**config.mk**
```make
export PLATFORM = sky130hd
export DESIGN_NAME = cn_clk_gen
export DESIGN_NICKNAME = d
export VERILOG_FILES = /design/src/rtl/cn_clk_gen.sv
export SDC_FILE = /design/constraint.sdc
export NUM_CORES = 1
export LEC_CHECK = 0
export CAP_MARGIN = 20
export CORE_MARGIN = 3
export CORE_UTILIZATION = 60
export CTS_BUF_LIST = sky130_fd_sc_hd__clkbuf_8
export DETAILED_ROUTE_END_ITERATION = 7
export GPL_TIMING_DRIVEN = 1
export PLACE_DENSITY = 0.81
export SYNTH_ARGS = -nofsm -noshare
export SYNTH_HDL_FRONTEND = slang
export SYNTH_SLANG_ARGS = --single-unit
```
**constraint.sdc**
```tcl
create_clock -name clk -period 6.25 [get_ports clk]
set_input_delay 0.9375 -clock clk [delete_from_list [all_inputs] [get_ports clk]]
set_output_delay 0.9375 -clock clk [all_outputs]
set_load 0.02 [all_outputs]
```
**src/rtl/cn_clk_gen.sv**
```systemverilog
// Programmable divided-clock generator: ideal divided clock plus a skewed copy.
// Divide ratio and skew change only at period boundaries, so stopping or reconfiguring never leaves a runt pulse.
module cn_clk_gen #(
  parameter int CNT_W       = 8,
  parameter int SKEW_W      = 4,
  parameter int DEFAULT_DIV = 2
) (
  input  logic              clk,
  input  logic              rst,
  input  logic              enable,
  input  logic              cfg_valid,
  output logic              cfg_ready,
  input  logic [CNT_W-1:0]  cfg_div,
  input  logic [SKEW_W-1:0] cfg_skew,
  output logic              clk_ideal,
  output logic              clk_out,
  output logic              period_start,
  output logic              locked
);

  // History bits beyond the live clk_ideal register; enough for skew up to 2**SKEW_W-1.
  localparam int SR_D = (2 ** SKEW_W) - 2;

  typedef enum logic [1:0] {
    ST_STOPPED  = 2'd0,
    ST_RUNNING  = 2'd1,
    ST_STOPPING = 2'd2
  } state_e;

  function automatic logic [CNT_W-1:0] clamp_div(input logic [CNT_W-1:0] d);
    if (d < CNT_W'(2)) return CNT_W'(2);
    else               return d;
  endfunction

  function automatic logic [SKEW_W-1:0] clamp_skew(input logic [SKEW_W-1:0] s,
                                                   input logic [CNT_W-1:0]  d);
    logic [CNT_W-1:0] lim;
    lim = d - CNT_W'(1);
    if (CNT_W'(s) > lim) return lim[SKEW_W-1:0];
    else                 return s;
  endfunction

  state_e            state_q, state_d;
  logic [CNT_W-1:0]  cnt_q, cnt_d;
  logic [CNT_W-1:0]  div_q, div_d;
  logic [SKEW_W-1:0] skew_q, skew_d;
  logic              pend_q, pend_d;
  logic [CNT_W-1:0]  pdiv_q, pdiv_d;
  logic [SKEW_W-1:0] pskew_q, pskew_d;
  logic [SR_D-1:0]   sr_q, sr_d;
  logic [1:0]        per_q, per_d;
  logic              clk_ideal_q, clk_ideal_d;
  logic              clk_out_q, clk_out_d;
  logic              pstart_q, pstart_d;
  logic              locked_q, locked_d;
  logic              ready_q, ready_d;

  logic              accept_s, wrap_s, apply_s, on_s;
  logic [CNT_W-1:0]  cdiv_s;
  logic [SKEW_W-1:0] cskew_s;
  logic [CNT_W:0]    half_s;
  logic [SR_D:0]     hist_s;

  always_comb begin
    state_d  = state_q;
    cnt_d    = cnt_q;
    div_d    = div_q;
    skew_d   = skew_q;
    pend_d   = pend_q;
    pdiv_d   = pdiv_q;
    pskew_d  = pskew_q;
    apply_s  = 1'b0;
    accept_s = cfg_valid && ready_q;
    wrap_s   = (state_q != ST_STOPPED) && (cnt_q == div_q - CNT_W'(1));
    cdiv_s   = clamp_div(cfg_div);
    cskew_s  = clamp_skew(cfg_skew, cdiv_s);

    // Stopped: config lands at once; running: it waits for the period wrap.
    if (state_q == ST_STOPPED) begin
      if (pend_q) begin
        div_d   = pdiv_q;
        skew_d  = pskew_q;
        pend_d  = 1'b0;
        apply_s = 1'b1;
      end else if (accept_s) begin
        div_d   = cdiv_s;
        skew_d  = cskew_s;
        apply_s = 1'b1;
      end else begin
        apply_s = 1'b0;
      end
    end else begin
      if (wrap_s && pend_q) begin
        div_d   = pdiv_q;
        skew_d  = pskew_q;
        pend_d  = 1'b0;
        apply_s = 1'b1;
      end else if (accept_s) begin
        pend_d  = 1'b1;
        pdiv_d  = cdiv_s;
        pskew_d = cskew_s;
      end else begin
        apply_s = 1'b0;
      end
    end

    case (state_q)
      ST_STOPPED: begin
        cnt_d   = '0;
        state_d = enable ? ST_RUNNING : ST_STOPPED;
      end
      ST_RUNNING, ST_STOPPING: begin
        cnt_d = wrap_s ? '0 : cnt_q + CNT_W'(1);
        if (enable)      state_d = ST_RUNNING;
        else if (wrap_s) state_d = ST_STOPPED;
        else             state_d = ST_STOPPING;
      end
      default: begin
        cnt_d   = '0;
        state_d = ST_STOPPED;
      end
    endcase

    on_s        = (state_d != ST_STOPPED);
    half_s      = ({1'b0, div_d} + (CNT_W + 1)'(1)) >> 1;
    clk_ideal_d = on_s && ({1'b0, cnt_d} < half_s);
    pstart_d    = on_s && (cnt_d == '0);

    // hist_s[k] is clk_ideal delayed by k cycles as seen from the next cycle minus one.
    hist_s    = {sr_q, clk_ideal_q};
    sr_d      = hist_s[SR_D-1:0];
    clk_out_d = (skew_d == '0) ? clk_ideal_d : hist_s[skew_d - SKEW_W'(1)];

    if (state_d != ST_RUNNING) per_d = 2'd0;
    else if (pstart_d)         per_d = apply_s ? 2'd1 : ((per_q == 2'd3) ? 2'd3 : per_q + 2'd1);
    else                       per_d = per_q;
    locked_d = (state_d == ST_RUNNING) && (per_d == 2'd3);
    ready_d  = !pend_d;
  end

  always_ff @(posedge clk) begin
    if (rst) begin
      state_q     <= ST_STOPPED;
      cnt_q       <= '0;
      div_q       <= CNT_W'(DEFAULT_DIV);
      skew_q      <= '0;
      pend_q      <= 1'b0;
      pdiv_q      <= CNT_W'(DEFAULT_DIV);
      pskew_q     <= '0;
      sr_q        <= '0;
      per_q       <= 2'd0;
      clk_ideal_q <= 1'b0;
      clk_out_q   <= 1'b0;
      pstart_q    <= 1'b0;
      locked_q    <= 1'b0;
      ready_q     <= 1'b1;
    end else begin
      state_q     <= state_d;
      cnt_q       <= cnt_d;
      div_q       <= div_d;
      skew_q      <= skew_d;
      pend_q      <= pend_d;
      pdiv_q      <= pdiv_d;
      pskew_q     <= pskew_d;
      sr_q        <= sr_d;
      per_q       <= per_d;
      clk_ideal_q <= clk_ideal_d;
      clk_out_q   <= clk_out_d;
      pstart_q    <= pstart_d;
      locked_q    <= locked_d;
      ready_q     <= ready_d;
    end
  end

  assign cfg_ready    = ready_q;
  assign clk_ideal    = clk_ideal_q;
  assign clk_out      = clk_out_q;
  assign period_start = pstart_q;
  assign locked       = locked_q;

endmodule

```
==> reports/results.ini, run 1 <==
[run_status]
status = complete, no violations

[clock_tree]
h-tree-depth = 2
root_buffer = clkbuf_8
cts.sinks = 56
clk_latency_ns = 0.32
cts_hold_buf = 0
clock_path_buffers = 2
numCtsBuffers = 5
cts_tree = built
path_clk_slew_ns = 0.11
ctsResizeCount = 0
post_cts.repair.setup_buffers = 0

[power_and_ir_drop]
peakVddDrop_mv = 0.145
power_uw = 825
leakage_uw = 0.00151
powerDensity_mw_per_mm2 = 229

[critical_path]
cpMaxStageDelayCell = mux4_2
crit_path_max_fanout = 6
cp.arrival_ns = 5.64
crit_path_frequent_cell = ha_1
slowest_delay_ns = 0.53
path_cells = clkdlybuf4s50_1 -> nor3_1 -> nand3_1 -> nand2_1 -> ha_1 -> ha_1 -> nor2b_1 -> o211ai_1 -> a22oi_1 -> nand2_1 -> mux2i_1 -> o21ai_0 -> a221oi_1 -> ha_1 -> inv_1 -> mux4_2 -> mux2i_1 -> mux2_2 -> a211oi_2
worst_setup_path_end_kind = flip-flop
required_ns = 6.45
worstSetupStartpointType = input pin
cp_top_family = multiplexers
worst-path-buf-inv = 2
critical_path_class = input pin to flip-flop

[global_route]
grt_antenna_before_repair = 0
grt-ovfl-total = 0
grt_start_max_net_pins = 47
grt_pass1_wl_um = 12200
first_global_vias = 2720
grt_usage = 0.239

[synth]
async_flop_share = 0
synth_ff_type = dfxtp_1
synth_area_per_cell_um2 = 8.31
synth_cells = 392
seq_area_frac_synth = 0.344
syn_area_mm2 = 0.00326
syn_nets = 427
yosysWarnings = 0
synth_edf_count = 0
yosysUniqueCellTypes = 56
synth_seq_cells = 56

[die]
io_pins = 21
die_area_mm2 = 0.00635
die_w_um = 79.7
die_y_um = 79.7
rows = 26
core_area_mm2 = 0.00517
initial_core_util = 0.629

[cells_and_area]
drive_gt1_frac = 0.0662
fin_cells = 478
num_antenna_cells = 0
areaGrowthSynthToFinish_pct = 10.5
num-nets-final = 442

[timing]
rsz0062_at_grt = false
hold_violations = 0
fin_setup_tns_ns = 0
drv_slew = 0
min_period_ns = 5.44
fmax_mhz = 184
fin_crit_sh = 0.870
clock-skew-final_ns = 0.0145
slew_headroom = 0.466
setup_viol = 0
worstMarginPinSlew_ns = 0.799

[placement]
routabilityCongestion = 0.894
place_inst = 470
dp_hpwl_um = 5370
numPortBuffers = 20

[detailed_routing]
drc = 0
totalWireLength_um = 7150
dr.first_iter.drc_count = 184
ant_nets = 0
wl_per_cell_um = 15.0
vias = 2781
firstDrtPassIters = 4
via_per_inst = 5.82

[min_path]
hold_class = flip-flop to flip-flop

[job]
max-cap-violations = 0

[flip-flops by register name (all words and copies together), names as in the netlist, 2 cells and up]
register	flops
cnt_q	8
div_q	8
pdiv_q	8
per_q	2
pskew_q	4
skew_q	4
sr_q	14
state_q	2
[cell families (layout without fill, tap and decap cells)]
group	count (synthesis)	in the layout	synth area share
fa+ha+maj	19	19	0.0730
buf+inv	32	48	0.0373
compound gates	67	67	0.146
mux	16	16	0.0619
flops	56	56	0.344
simple gates	175	175	0.263
xor+xnor	27	27	0.0749
[per-stage QoR]
step            util  hold slack (ns)  setup slack, ns  area [µm²]
3_3_place_gp   0.677            0.451            0.719        3500
2_1_floorplan      -            0.432             1.52        3260
3_5_place_dp   0.677            0.456            0.507        3500
6_report       0.696            0.468            0.812        3600
4_1_cts        0.696            0.470            0.838        3600
5_1_grt        0.696            0.484            0.358        3600
[per-layer routing]
metal  share of wire  global-route usage  vias up
li1                -                   -     1402
met1            0.47               0.325     1291
met2            0.46               0.386       76
met4           0.016              0.0756        0
met5               0                   0        -
met3           0.052              0.0429       12
[Yosys cell counts, drive strengths merged, types with 2 or more instances]
master,count,area share
mux4,3,0.021
nor3,8,0.012
o211ai,2,0.0046
or2,2,0.0038
nand3,14,0.022
o221ai,5,0.013
xor2,10,0.029
nand3b,3,0.0069
and3,5,0.0096
and3b,2,0.0054
nand4,4,0.0077
nor2,70,0.081
inv,19,0.022
dfxtp,56,0.34
o21ai,8,0.013
nand2b,3,0.0058
nor4,5,0.012
xnor2,17,0.046
mux2i,10,0.031
or3,4,0.0092
mux2,3,0.010
clkbuf,12,0.014
nor3b,3,0.0069
o22ai,4,0.0077
a31oi,7,0.018
nor2b,20,0.038
a211oi,5,0.013
ha,19,0.073
a211o,3,0.0081
a21oi,19,0.029
nand2,28,0.032
[final timing paths]
check	startpoint	end	slack, ns	cells after the start
worst max-delay path	cfg_div[2]	clk_out	0.81	19
worst min-delay path	sr_q[12]	sr_q[13]	0.47	1
worst max register to register	div_q[0]	clk_out	1.72	19
worst min register to register	sr_q[12]	sr_q[13]	0.47	1
[cell usage in the layout (no fill, tap or decap), drive strengths merged, types with 5 or more instances in the layout]
| cell type | synthesis | layout |
|---|---|---|
| and3 | 5 | 5 |
| inv | 19 | 22 |
| nor2 | 70 | 70 |
| nand3 | 14 | 14 |
| ha | 19 | 19 |
| dfxtp | 56 | 56 |
| mux2i | 10 | 10 |
| nor2b | 20 | 20 |
| clkbuf | 12 | 5 |
| o21ai | 8 | 8 |
| xnor2 | 17 | 17 |
| a21oi | 19 | 19 |
| nand2 | 28 | 28 |
| a211oi | 5 | 5 |
| xor2 | 10 | 10 |
| nor4 | 5 | 5 |
| nor3 | 8 | 8 |
| clkdlybuf4s50 | 0 | 20 |
| o221ai | 5 | 5 |
| a31oi | 7 | 7 |
[layout make-up]
class,instances,area (µm²)
clock buffers,5,68.8
clock inverters,3,28.8
fillers,429,1570
inverters,19,71.3
multi-input cells,304,2010
flip-flops and latches,56,1120
well taps,70,87.6
repair buffers,21,208
[where the power goes]
part,total (µW),internal (µW),switching [µW],leakage [µW]
Sequential,392,374,17.9,0.000456
Combinational,219,97.3,122,0.00101
Clock,214,84.9,129,0.0000511
Total,825,556,269,0.00151
Note: power is estimated with default switching activity, not from simulation.
==> run 2, diff against run 1 <==
Settings changed: CORE_MARGIN 3 to default.
==> reports/results.ini, run 2 (same netlist as run 1, synthesis figures left out) <==
[run_status]
status = complete, no violations

[clock_tree]
post_cts.repair.setup_buffers = 0  ; unchanged
ctsResizeCount = 0  ; unchanged
numCtsBuffers = 5  ; unchanged
root_buffer = clkbuf_8
path_clk_slew_ns = 0.11  ; about the same
cts_hold_buf = 0  ; unchanged
h-tree-depth = 2  ; unchanged
clock_path_buffers = 2  ; unchanged
cts_tree = built
clk_latency_ns = 0.31  ; about the same
cts.sinks = 56  ; unchanged

[timing]
worstMarginPinSlew_ns = 0.757  ; -0.0417 ns
clock-skew-final_ns = 0.0112  ; -0.00333 ns
fin_crit_sh = 0.897  ; +0.0271
fmax_mhz = 178  ; -3.0%
slew_headroom = 0.488  ; +0.0218
min_period_ns = 5.61  ; +0.170 ns
hold_violations = 0  ; unchanged
whs_ns = 0.475  ; +0.00713 ns
drv_slew = 0  ; unchanged
setup_viol = 0  ; unchanged
rsz0062_at_grt = false
fin_setup_tns_ns = 0  ; unchanged
worst_slack_ns = 0.642  ; -0.170 ns

[global_route]
grt_pass1_wl_um = 11600  ; -4.8%
grt_antenna_before_repair = 0  ; unchanged
grt-ovfl-total = 0  ; unchanged
grt_start_max_net_pins = 47  ; unchanged
grt_usage = 0.270  ; +0.0309
first_global_vias = 2590  ; -4.8%

[power_and_ir_drop]
seq_power_share = 0.475  ; about the same
leakage_uw = 0.00151  ; unchanged
clkPwrFrac = 0.257  ; -0.003
p_int_uw = 556  ; about the same
p_sw_frac = 0.326  ; about the same
peakVddDrop_mv = 0.159  ; +9.9%
power_frac_comb = 0.268  ; +0.003
p_sw_uw = 269  ; +0.14%
powerDensity_mw_per_mm2 = 229  ; about the same

[detailed_routing]
dr.first_iter.drc_count = 139  ; -24%
drc = 0  ; unchanged
wl_per_cell_um = 15.2  ; +1.7%
vias = 2816  ; +1.3%
firstDrtPassIters = 5  ; +1
via_per_inst = 5.89  ; +1.3%
ant_nets = 0  ; unchanged
totalWireLength_um = 7270  ; +1.7%

[critical_path]
worstSetupStartpointType = input pin
worst-path-buf-inv = 2  ; unchanged
critical_path_class = input pin to flip-flop
required_ns = 6.44  ; about the same
cp.arrival_ns = 5.80  ; +0.16 ns
cpMaxStageDelayCell = mux4_2
slowest_delay_ns = 0.55  ; +0.02 ns
crit_path_frequent_cell = ha_1
crit_path_max_fanout = 6  ; unchanged
cp_top_family = multiplexers
path_cells = clkdlybuf4s50_1 -> nor3_1 -> nand3_1 -> nand2_1 -> ha_1 -> ha_1 -> nor2b_1 -> o211ai_1 -> a22oi_1 -> nand2_1 -> mux2i_1 -> o21ai_0 -> a221oi_1 -> ha_1 -> inv_1 -> mux4_2 -> mux2i_1 -> mux2_2 -> a211oi_2
worst_setup_path_end_kind = flip-flop

[die]
die_area_mm2 = 0.00572  ; -9.8%
rows = 26  ; unchanged
die_w_um = 75.7  ; -5.0%
core_area_mm2 = 0.00517  ; unchanged
die_y_um = 75.7  ; -5.0%
io_pins = 21  ; unchanged
initial_core_util = 0.629  ; unchanged

[cells_and_area]
fin_util = 0.696  ; unchanged
regMostFlops = sr_q
num_antenna_cells = 0  ; unchanged
num-nets-final = 442  ; unchanged
fin_cells = 478  ; unchanged
final_common_cell = nor2_1
largest_register_ffs = 14  ; unchanged
areaGrowthSynthToFinish_pct = 10.5  ; unchanged
final_cell_mix = nor2_1 (70), dfxtp_1 (56), nand2_1 (28), nor2b_1 (20), clkdlybuf4s50_1 (20)
drive_gt1_frac = 0.0662  ; unchanged

[placement]
place_inst = 470  ; unchanged
numPortBuffers = 20  ; unchanged
pre_cts_ws_ns = 0.407  ; -0.100 ns
dp_hpwl_um = 5490  ; +2.1%
routabilityCongestion = 0.918  ; +2.7%

[min_path]
hold_class = flip-flop to flip-flop

[job]
max-cap-violations = 0  ; unchanged

==> run 2: cell counts in the layout (fill, tap and decap cells not counted) <==
Identical to the previous run, type by type.
==> run 2: worst reg2reg max path: stages (launching register included) <==
cell      delay (ns)
dfxtp_1         0.48
inv_1           0.08
ha_1            0.28
or3_1           0.39
a31oi_1         0.17
nand3_1         0.13
o21ba_2         0.40
a21oi_1         0.17
nor2_1          0.16
o22ai_1         0.19
nor4_1          0.50
nand4_1         0.19
xor2_1          0.18
ha_1            0.31
a21oi_1         0.15
o22ai_1         0.09
nor4_1          0.17
o311a_1         0.24
nor2_1          0.07
a211oi_2        0.18
==> run 2: final timing paths <==
path / to / cells past startpoint / slack (ns) / start
setup / recovery: clk_out / 19 / 0.64 / cfg_div[2]
hold / removal: sr_q[12] / 1 / 0.47 / sr_q[11]
setup reg to reg: clk_out / 19 / 1.67 / div_q[0]
hold reg to reg: sr_q[12] / 1 / 0.47 / sr_q[11]
==> run 2: final cells by class <==
type,count,area (µm²)
fill,445,1570
timing repair buffer,21,208
inverter,19,71.3
multi-input combinational,304,2010
clock inverter,3,28.8
sequential,56,1120
tap,70,87.6
clock buffer,5,68.8
==> run 2: power by group through the flow <==
stage	clock, µW	combinational, µW	sequential, µW
6_report	212	221	392
5_1_grt	230	244	395
4_1_cts	218	219	392
3_5_place_dp	0	218	400
3_3_place_gp	0	209	399
2_1_floorplan	0	163	397
==> run 2: layer usage <==
metal,global-route usage,part of all wire,routed length (µm),vias up
li1,-,-,-,1407
met1,0.348,0.47,3390,1343
met2,0.468,0.48,3490,62
met3,0.0410,0.047,345,4
met4,0.0823,0.0061,44,0
met5,0,0,0,-
==> run 2: through the flow <==
step                total power (µW)  area [µm²]
detailed placement               618        3500
CTS                              829        3600
global placement                 608        3500
global route                     869        3600
finish                           826        3600
floorplan                        560        3260
==> run 3, diff against run 2 <==
Settings changed: CORE_UTILIZATION 60 to 45, PLACE_DENSITY 0.81 to default.
==> reports/results.ini, run 3 (same netlist as run 1, synthesis figures left out) <==
[cells_and_area]
areaGrowthSynthToFinish_pct = 11.4
largest_register_ffs = 14  ; unchanged
nFillCells = 704  ; +58%
final_cell_mix = nor2_1 (70), dfxtp_1 (56), nand2_1 (28), nor2b_1 (20), clkdlybuf4s50_1 (20)
final_common_cell = nor2_1
num_antenna_cells = 0  ; unchanged
seqCellArea_mm2 = 0.00112  ; unchanged
drive_gt1_frac = 0.0662  ; unchanged
num-nets-final = 442  ; unchanged
regMostFlops = sr_q
fin_util = 0.525  ; -0.171
multi_input_area_mm2 = 0.00201  ; unchanged

[global_route]
grt_usage = 0.211  ; -0.0595
grt_antenna_before_repair = 0  ; unchanged
grt_start_max_net_pins = 47  ; unchanged
first_global_vias = 2614  ; +0.93%
grt-ovfl-total = 0  ; unchanged
grt_pass1_wl_um = 12500  ; +8.0%

[die]
die_y_um = 87.1  ; +15%
rows = 30  ; +15%
io_pins = 21  ; unchanged
initial_core_util = 0.471  ; -0.158
core_area_mm2 = 0.00691  ; +34%
die_w_um = 87.1  ; +15%
die_area_mm2 = 0.00758  ; +32%

[detailed_routing]
wl_per_cell_um = 14.6  ; -3.8%
ant_nets = 0  ; unchanged
drc = 0  ; unchanged
firstDrtPassIters = 4  ; -1
via_per_inst = 5.41  ; -8.2%
totalWireLength_um = 7370  ; +1.4%
dr.first_iter.drc_count = 125  ; -10%
vias = 2725  ; -3.2%

[critical_path]
worstSetupStartpointType = input pin
required_ns = 6.45  ; about the same
cp.arrival_ns = 5.62  ; -0.18 ns
worst_setup_path_end_kind = flip-flop
critical_path_class = input pin to flip-flop
crit_path_max_fanout = 6  ; unchanged

[power_and_ir_drop]
p_int_uw = 553  ; -0.59%
powerDensity_mw_per_mm2 = 226  ; -1.5%
p_sw_uw = 266  ; -1.1%
seq_power_share = 0.479  ; +0.004
clkPwrFrac = 0.256  ; about the same
peakVddDrop_mv = 0.132  ; -17%
p_sw_frac = 0.325  ; -0.00108
power_frac_comb = 0.265  ; -0.003
power_uw = 819  ; -0.75%
leakage_uw = 0.00151  ; -0.39%

[clock_tree]
h-tree-depth = 2  ; unchanged
post_cts.repair.setup_buffers = 0  ; unchanged
numCtsBuffers = 5  ; unchanged
root_buffer = clkbuf_8
clk_latency_ns = 0.31  ; about the same
cts.sinks = 56  ; unchanged
cts_hold_buf = 0  ; unchanged
ctsResizeCount = 0  ; unchanged
clock_path_buffers = 2  ; unchanged
cts_tree = built
path_clk_slew_ns = 0.11  ; about the same

[timing]
hold_violations = 0  ; unchanged
rsz0062_at_grt = false
fin_crit_sh = 0.868  ; -0.0294
worstMarginPinSlew_ns = 0.771  ; +0.0138 ns
whs_ns = 0.471  ; -0.00442 ns
min_period_ns = 5.42  ; -0.184 ns
fin_setup_tns_ns = 0  ; unchanged
drv_slew = 0  ; unchanged
fmax_mhz = 184  ; +3.4%
clock-skew-final_ns = 0.00957  ; -0.00158 ns
setup_viol = 0  ; unchanged
slew_headroom = 0.485  ; -0.00312

[placement]
routabilityCongestion = 0.857  ; -6.6%
dp_hpwl_um = 5550  ; +1.1%
numPortBuffers = 20  ; unchanged

[job]
max-cap-violations = 0  ; unchanged

[run_status]
status = complete, no violations

[min_path]
hold_class = flip-flop to flip-flop

[run 3: cell types whose count changed in the layout (fill, tap and decap cells not counted), sizes merged]
cell,delta
clkinvlp,+1
inv,-1
[run 3: power by group through the flow]
stage          logic, µW  clock network (µW)  registers [µW]
2_1_floorplan        163                   0             397
3_3_place_gp         214                   0             400
3_5_place_dp         216                   0             401
4_1_cts              218                 219             393
5_1_grt              243                 236             395
6_report             217                 210             393
[run 3: cell type report]
| cell class | instances | area share |
|---|---|---|
| clock buffers | 5 | 0.0190 |
| clock inverters | 3 | 0.00690 |
| inverters | 19 | 0.0197 |
| multi-input cells | 304 | 0.555 |
| flip-flops and latches | 56 | 0.309 |
| well taps | 96 | 0.0331 |
| repair buffers | 21 | 0.0573 |
[run 3: critical path, cell delays in order]
cell and delay [ns]:
clkdlybuf4s50_1 0.54, nor3_1 0.28, nand3_1 0.13, nand2_1 0.20
ha_1 0.29, ha_1 0.30, nor2b_1 0.14, o211ai_1 0.09
a22oi_1 0.29, nand2_1 0.21, mux2i_1 0.23, o21ai_0 0.10
a221oi_1 0.48, ha_1 0.33, inv_1 0.18, mux4_2 0.53
mux2i_1 0.14, mux2_2 0.17, a211oi_2 0.06
[run 3: metal layers]
layer,GRT usage,routed length [µm]
met5,0,0
met4,0.0455,21
met3,0.0284,170
met2,0.341,3360
met1,0.298,3820
[run 3: path summary, 6_finish.rpt]
kind / start / to / slack (ns) / depth (start not counted)
setup / recovery: cfg_div[2] / clk_out / 0.83 / 19
hold reg to reg: sr_q[3] / sr_q[4] / 0.47 / 1
hold / removal: sr_q[3] / sr_q[4] / 0.47 / 1
setup reg to reg: div_q[0] / clk_out / 1.69 / 19
[run 3: metrics by stage]
step	area, µm²	instances	setup WS [ns]
global route	3630	504	0.409
floorplan	3260	392	1.52
CTS	3630	504	0.797
finish	3630	504	0.826
global placement	3530	496	0.666
detailed placement	3530	496	0.454
